## src/rtl/mem8x8_arbiter_if.sv

```systemverilog
// Bus bundle between the mem8x8 arbiter, its two requesters and the 8x8 memory array.
// The arbiter takes the slave view; clients and the memory together form the master side.
interface mem8x8_arbiter_if;
  logic       req_a;
  logic       req_b;
  logic       we_a;
  logic       we_b;
  logic [2:0] addr_a;
  logic [2:0] addr_b;
  logic [7:0] wdata_a;
  logic [7:0] wdata_b;
  logic       ack_a;
  logic       ack_b;
  logic [7:0] rdata_a;
  logic [7:0] rdata_b;
  logic       busy;
  logic [2:0] mem_address;
  logic [7:0] mem_data_in;
  logic       mem_select;
  logic       mem_rw;
  logic [7:0] mem_data_out;

  modport master (
    output req_a, req_b, we_a, we_b, addr_a, addr_b, wdata_a, wdata_b, mem_data_out,
    input  ack_a, ack_b, rdata_a, rdata_b, busy, mem_address, mem_data_in, mem_select, mem_rw
  );

  modport slave (
    input  req_a, req_b, we_a, we_b, addr_a, addr_b, wdata_a, wdata_b, mem_data_out,
    output ack_a, ack_b, rdata_a, rdata_b, busy, mem_address, mem_data_in, mem_select, mem_rw
  );
endinterface

```

## src/rtl/mem8x8_arbiter.sv

```systemverilog
// Two-port round-robin arbiter and sequencer for the 8x8 memory array.
// Each grant runs SETUP -> ACCESS -> DONE with every output registered.
module mem8x8_arbiter #(
  parameter int unsigned SETUP_CYCLES  = 1,
  parameter int unsigned ACCESS_CYCLES = 1
) (
  input logic            clk,
  input logic            rst_n,
  mem8x8_arbiter_if.slave bus
);

  typedef enum logic [1:0] {StIdle, StSetup, StAccess, StDone} state_e;

  localparam logic [3:0] SetupLoad  = 4'(SETUP_CYCLES - 1);
  localparam logic [3:0] AccessLoad = 4'(ACCESS_CYCLES - 1);

  state_e     state_q, state_d;
  logic [3:0] cnt_q, cnt_d;
  logic       we_q, we_d;
  logic       win_b_q, win_b_d;
  logic       last_b_q, last_b_d;
  logic       ack_a_q, ack_a_d;
  logic       ack_b_q, ack_b_d;
  logic [7:0] rdata_a_q, rdata_a_d;
  logic [7:0] rdata_b_q, rdata_b_d;
  logic       busy_q, busy_d;
  // mem_address/mem_data_in registers double as the latched request.
  logic [2:0] mem_address_q, mem_address_d;
  logic [7:0] mem_data_in_q, mem_data_in_d;
  logic       mem_select_q, mem_select_d;
  logic       mem_rw_q, mem_rw_d;

  always_comb begin
    state_d       = state_q;
    cnt_d         = cnt_q;
    we_d          = we_q;
    win_b_d       = win_b_q;
    last_b_d      = last_b_q;
    ack_a_d       = 1'b0;
    ack_b_d       = 1'b0;
    rdata_a_d     = rdata_a_q;
    rdata_b_d     = rdata_b_q;
    busy_d        = busy_q;
    mem_address_d = mem_address_q;
    mem_data_in_d = mem_data_in_q;
    mem_select_d  = mem_select_q;
    mem_rw_d      = mem_rw_q;

    unique case (state_q)
      StIdle: begin
        if (bus.req_a || bus.req_b) begin
          // On a tie the port not served last wins.
          win_b_d       = bus.req_b && (!bus.req_a || !last_b_q);
          we_d          = win_b_d ? bus.we_b    : bus.we_a;
          mem_address_d = win_b_d ? bus.addr_b  : bus.addr_a;
          mem_data_in_d = win_b_d ? bus.wdata_b : bus.wdata_a;
          mem_select_d  = 1'b1;
          mem_rw_d      = 1'b0;
          busy_d        = 1'b1;
          cnt_d         = SetupLoad;
          state_d       = StSetup;
        end
      end
      StSetup: begin
        if (cnt_q == 4'd0) begin
          mem_rw_d = we_q;
          cnt_d    = AccessLoad;
          state_d  = StAccess;
        end else begin
          cnt_d = cnt_q - 4'd1;
        end
      end
      StAccess: begin
        if (cnt_q == 4'd0) begin
          mem_rw_d = 1'b0;
          last_b_d = win_b_q;
          ack_a_d  = !win_b_q;
          ack_b_d  = win_b_q;
          if (!we_q && win_b_q)  rdata_b_d = bus.mem_data_out;
          if (!we_q && !win_b_q) rdata_a_d = bus.mem_data_out;
          state_d  = StDone;
        end else begin
          cnt_d = cnt_q - 4'd1;
        end
      end
      StDone: begin
        mem_select_d = 1'b0;
        busy_d       = 1'b0;
        state_d      = StIdle;
      end
      default: state_d = StIdle;
    endcase
  end

  always_ff @(posedge clk or negedge rst_n) begin
    if (!rst_n) begin
      state_q       <= StIdle;
      cnt_q         <= 4'd0;
      we_q          <= 1'b0;
      win_b_q       <= 1'b0;
      last_b_q      <= 1'b1;
      ack_a_q       <= 1'b0;
      ack_b_q       <= 1'b0;
      rdata_a_q     <= 8'h00;
      rdata_b_q     <= 8'h00;
      busy_q        <= 1'b0;
      mem_address_q <= 3'd0;
      mem_data_in_q <= 8'h00;
      mem_select_q  <= 1'b0;
      mem_rw_q      <= 1'b0;
    end else begin
      state_q       <= state_d;
      cnt_q         <= cnt_d;
      we_q          <= we_d;
      win_b_q       <= win_b_d;
      last_b_q      <= last_b_d;
      ack_a_q       <= ack_a_d;
      ack_b_q       <= ack_b_d;
      rdata_a_q     <= rdata_a_d;
      rdata_b_q     <= rdata_b_d;
      busy_q        <= busy_d;
      mem_address_q <= mem_address_d;
      mem_data_in_q <= mem_data_in_d;
      mem_select_q  <= mem_select_d;
      mem_rw_q      <= mem_rw_d;
    end
  end

  assign bus.ack_a       = ack_a_q;
  assign bus.ack_b       = ack_b_q;
  assign bus.rdata_a     = rdata_a_q;
  assign bus.rdata_b     = rdata_b_q;
  assign bus.busy        = busy_q;
  assign bus.mem_address = mem_address_q;
  assign bus.mem_data_in = mem_data_in_q;
  assign bus.mem_select  = mem_select_q;
  assign bus.mem_rw      = mem_rw_q;

endmodule

```

## src/flat_wrapper.sv

```systemverilog
// flat-port wrapper written by rule: the top's interface ports become plain ports
module mem8x8_arbiter_flat 
#(
  parameter int unsigned SETUP_CYCLES  = 1,
  parameter int unsigned ACCESS_CYCLES = 1
)
  (clk, rst_n, bus_req_a, bus_req_b, bus_we_a, bus_we_b, bus_addr_a, bus_addr_b, bus_wdata_a, bus_wdata_b, bus_mem_data_out, bus_ack_a, bus_ack_b, bus_rdata_a, bus_rdata_b, bus_busy, bus_mem_address, bus_mem_data_in, bus_mem_select, bus_mem_rw);
  mem8x8_arbiter_if bus_i ();
  input logic clk;
  input logic rst_n;
  input wire logic [$bits(bus_i.req_a)-1:0] bus_req_a;
  input wire logic [$bits(bus_i.req_b)-1:0] bus_req_b;
  input wire logic [$bits(bus_i.we_a)-1:0] bus_we_a;
  input wire logic [$bits(bus_i.we_b)-1:0] bus_we_b;
  input wire logic [$bits(bus_i.addr_a)-1:0] bus_addr_a;
  input wire logic [$bits(bus_i.addr_b)-1:0] bus_addr_b;
  input wire logic [$bits(bus_i.wdata_a)-1:0] bus_wdata_a;
  input wire logic [$bits(bus_i.wdata_b)-1:0] bus_wdata_b;
  input wire logic [$bits(bus_i.mem_data_out)-1:0] bus_mem_data_out;
  output wire logic [$bits(bus_i.ack_a)-1:0] bus_ack_a;
  output wire logic [$bits(bus_i.ack_b)-1:0] bus_ack_b;
  output wire logic [$bits(bus_i.rdata_a)-1:0] bus_rdata_a;
  output wire logic [$bits(bus_i.rdata_b)-1:0] bus_rdata_b;
  output wire logic [$bits(bus_i.busy)-1:0] bus_busy;
  output wire logic [$bits(bus_i.mem_address)-1:0] bus_mem_address;
  output wire logic [$bits(bus_i.mem_data_in)-1:0] bus_mem_data_in;
  output wire logic [$bits(bus_i.mem_select)-1:0] bus_mem_select;
  output wire logic [$bits(bus_i.mem_rw)-1:0] bus_mem_rw;
  assign bus_i.req_a = bus_req_a;
  assign bus_i.req_b = bus_req_b;
  assign bus_i.we_a = bus_we_a;
  assign bus_i.we_b = bus_we_b;
  assign bus_i.addr_a = bus_addr_a;
  assign bus_i.addr_b = bus_addr_b;
  assign bus_i.wdata_a = bus_wdata_a;
  assign bus_i.wdata_b = bus_wdata_b;
  assign bus_i.mem_data_out = bus_mem_data_out;
  assign bus_ack_a = bus_i.ack_a;
  assign bus_ack_b = bus_i.ack_b;
  assign bus_rdata_a = bus_i.rdata_a;
  assign bus_rdata_b = bus_i.rdata_b;
  assign bus_busy = bus_i.busy;
  assign bus_mem_address = bus_i.mem_address;
  assign bus_mem_data_in = bus_i.mem_data_in;
  assign bus_mem_select = bus_i.mem_select;
  assign bus_mem_rw = bus_i.mem_rw;
  mem8x8_arbiter #(.SETUP_CYCLES(SETUP_CYCLES), .ACCESS_CYCLES(ACCESS_CYCLES)) u_core (.clk(clk), .rst_n(rst_n), .bus(bus_i));
endmodule
```

## config.mk

```make
export PLATFORM = sky130hd
export DESIGN_NAME = mem8x8_arbiter_flat
export DESIGN_NICKNAME = d
export VERILOG_FILES = /design/src/rtl/mem8x8_arbiter_if.sv /design/src/rtl/mem8x8_arbiter.sv /design/src/flat_wrapper.sv
export SDC_FILE = /design/constraint.sdc
export NUM_CORES = 1
export LEC_CHECK = 0
export CAP_MARGIN = 20
export CORE_MARGIN = 2
export CORE_UTILIZATION = 40
export CTS_CLUSTER_DIAMETER = 80
export DETAILED_ROUTE_END_ITERATION = 12
export GPL_ROUTABILITY_DRIVEN = 0
export HOLD_SLACK_MARGIN = 0.06
export PLACE_DENSITY = 0.74
export SLEW_MARGIN = 20
export SYNTH_ARGS = -nofsm -noshare
export SYNTH_HDL_FRONTEND = slang
export SYNTH_SLANG_ARGS = --single-unit
```

## constraint.sdc

```tcl
create_clock -name clk -period 2.6 [get_ports clk]
set_input_delay 0.39 -clock clk [delete_from_list [all_inputs] [get_ports clk]]
set_output_delay 0.39 -clock clk [all_outputs]
set_load 0.03 [all_outputs]
```

==> impl_metrics.toml <==
[sta]
tightestPinTransition_ps = 865.5
fin_crit_sh_pct = 75.73
finalHoldViolations = 0
slew_viol_final = 0
fmax_mhz = 507.9
setup_ws_ps = 631.0
grt_setup_unrepaired = "no"
whs_ps = 217.6
setup-tns-final_ps = 0
clock_skew_ps = 9.099
period_minus_slack_ps = 1969
relSlewSlack_pct = 42.30
finalSetupViolCount = 0

[clock_network]
clk_latency_ps = 280
cts_root_buffer = "clkbuf_8"
cts_tree = "yes"
max-clock-path-buffers = 2
htree_num_levels = 2
cts_sinks = 40
cts_hold_buf = 0
post_cts_buffers = 0
cts_buffers = 5
clkTransAtPathRegs_ps = 80
cts_resized = 0

[synthesis]
syn_area_per_cell_um2 = 12.41
yosys.cell_types.count = 34
ys_seq_area_share_pct = 55.70
synth_edf_count = 0
async_flop_share_pct = 100.0
ys_ff_latch = 40
yosys.area.top_type_share_pct = 54.24
synthCells = 145
ys_warn_count = 0
synthesis.nets = 187
synthTopCellsByCount = "dfrtp_1 (39), mux2_2 (18), nand2_1 (15)"
synth_area_mm2 = 0.001799
synthFlopType = "dfrtp_1"
synth_most_common_cell = "dfrtp_1"
ys_top_cells_by_area = "dfrtp_1 (54%), mux2_2 (11%), mux2i_1 (7.8%)"
post-synth-top-area-cell = "dfrtp_1"

[power]
pwr-share-seq_pct = 32.4
p_leak_uw = 0.001167
p_int_uw = 2032
clockPowerShare_pct = 15.7
combPwrFrac_pct = 51.9
netSwitchingPower_uw = 1316
switching_share_pct = 39.31
peakVddDrop_v = 0.0005223
powerDensity_mw_per_mm2 = 1262

[finish]
drive_gt1_share_pct = 16.89
syn_to_final_growth_pct = 47.50
nets = 260
antenna_cells = 0

[die]
start_util_pct = 41.32
fp.dieH_um = 71.07
coreArea_mm2 = 0.004354
die-area_mm2 = 0.005050
num_io_pins = 68
die_x_um = 71.07
std_cell_rows = 24

[place]
port_buffers = 67
place_ws_ps = 626.3
hpwl_um = 2809

[routing]
first_pass_iters = 4
wl_per_cell_um = 13.81
vias = 1370
vias_per_cell = 5.055
drc = 0
drt-total-wl_um = 3743
final_antenna_net_count = 0
first_iter_violations = 29

[worst_setup_path]
r2r_cells = 5
critPathMaxFanout = 8
crit_required_ps = 2770
cp.arrival_ps = 2140
crit_type = "reg -> reg"
cp-end-kind = "flip-flop"
startpoint_type = "flip-flop"

[global_route]
antenna_found_initial = 0
grt_max_degree = 41
grt_pass1_wl_um = 6368
grt-ovfl-total = 0
grt_pass1_vias = 1417
grt_use_total_pct = 16.05

[min_path]
worstHoldPathType = "in -> async"

[job]
cap_violations = 0

[outcome]
status = "complete, no violations"
## final cells by class
class | count | area (µm²)
inverter | 7 | 26.28
multi-input combinational | 94 | 750.7
sequential | 40 | 1002
timing repair buffer | 70 | 688.2
clock inverter | 2 | 38.79
clock buffer | 6 | 82.58
fill | 330 | 1700
tap | 52 | 65.06
## cells by family after synthesis
| family | share of synthesized area (%) |
|---|---|
| DFF | 55.70 |
| muxes | 19.05 |
| and+or+nand+nor | 10.01 |
| AOI/OAI and AO/OA | 8.484 |
| buffers and inverters | 2.573 |
| adders and majority gates | 4.172 |
## path summary, 6_finish.rpt
| check | start | to | slack [ps] |
|---|---|---|---|
| max in group asynchronous | rst_n | u_core.bus.rdata_a[2] | 1840 |
| max reg2reg | u_core.state_q[0] | u_core.bus.rdata_a[0] | 630 |
| min | rst_n | u_core.bus.mem_data_in[0] | 220 |
| min in group clk | u_core.bus.mem_data_in[4] | u_core.bus.mem_data_in[4] | 480 |
| max | u_core.state_q[0] | u_core.bus.rdata_a[0] | 630 |
| min reg2reg | u_core.bus.mem_data_in[4] | u_core.bus.mem_data_in[4] | 480 |
## layout by cell type (no fill, tap or decap), drive strengths merged
cell / instances
a311oi: 1
a21oi: 1
dfstp: 1
and4bb: 1
or3: 2
nor3b: 2
o211ai: 1
clkinv: 1
mux2i: 14
nand2: 15
nand4bb: 1
a21boi: 1
a211oi: 1
clkdlybuf4s50: 66
a2bb2oi: 1
nor2b: 2
inv: 7
or3b: 1
or2: 2
buf: 4
ha: 6
a22o: 1
o21ai: 15
bufinv: 1
o22ai: 2
dfrtp: 39
and2: 1
nand3b: 1
nor2: 1
nor3: 1
clkbuf: 6
o21a: 1
mux2: 18
nand3: 1
## per-stage QoR
stage / power [µW] / instance area (µm²) / cells / utilization [%]
2_1_floorplan: 2143 / 1799 / 145 / -
3_3_place_gp: 2803 / 2532 / 263 / 58.16
3_5_place_dp: 2856 / 2532 / 263 / 58.16
4_1_cts: 3394 / 2654 / 271 / 60.95
5_1_grt: 3548 / 2654 / 271 / 60.95
6_report: 3349 / 2654 / 271 / 60.95
## metal layers
| layer | wire length (µm) | vias up | track usage (%) |
|---|---|---|---|
| met2 | 1873 | 54 | 27.83 |
| met4 | 30 | 0 | 5.031 |
| met5 | 0 | - | 0 |
| li1 | - | 655 | - |
| met1 | 1573 | 659 | 18.77 |
| met3 | 266 | 2 | 5.413 |
## sequential cells by signal, indices dropped and copies added, names as in the netlist
name,flops
u_core.we_q,1
u_core.bus.busy,1
u_core.bus.mem_data_in,8
u_core.bus.mem_address,3
u_core.bus.rdata_a,8
u_core.win_b_q,1
u_core.bus.rdata_b,8
u_core.cnt_q,4
u_core.bus.ack_a,1
u_core.bus.ack_b,1
u_core.last_b_q,1
u_core.bus.mem_rw,1
u_core.state_q,2
## power groups by stage
| stage | sequential, µW | clock [µW] | combinational, µW |
|---|---|---|---|
| floorplan | 1550 | 0 | 593 |
| global placement | 1080 | 0 | 1720 |
| detailed placement | 1100 | 0 | 1750 |
| CTS | 1090 | 546 | 1760 |
| global route | 1120 | 568 | 1860 |
| finish | 1080 | 527 | 1740 |
## worst max-delay path: stages, from the launching register on
cell and delay [ps]:
dfrtp_1 420, inv_1 100, ha_1 200, and4bb_2 320, nor3b_4 420, mux2_2 390
Note: power is estimated with default switching activity, not from simulation.
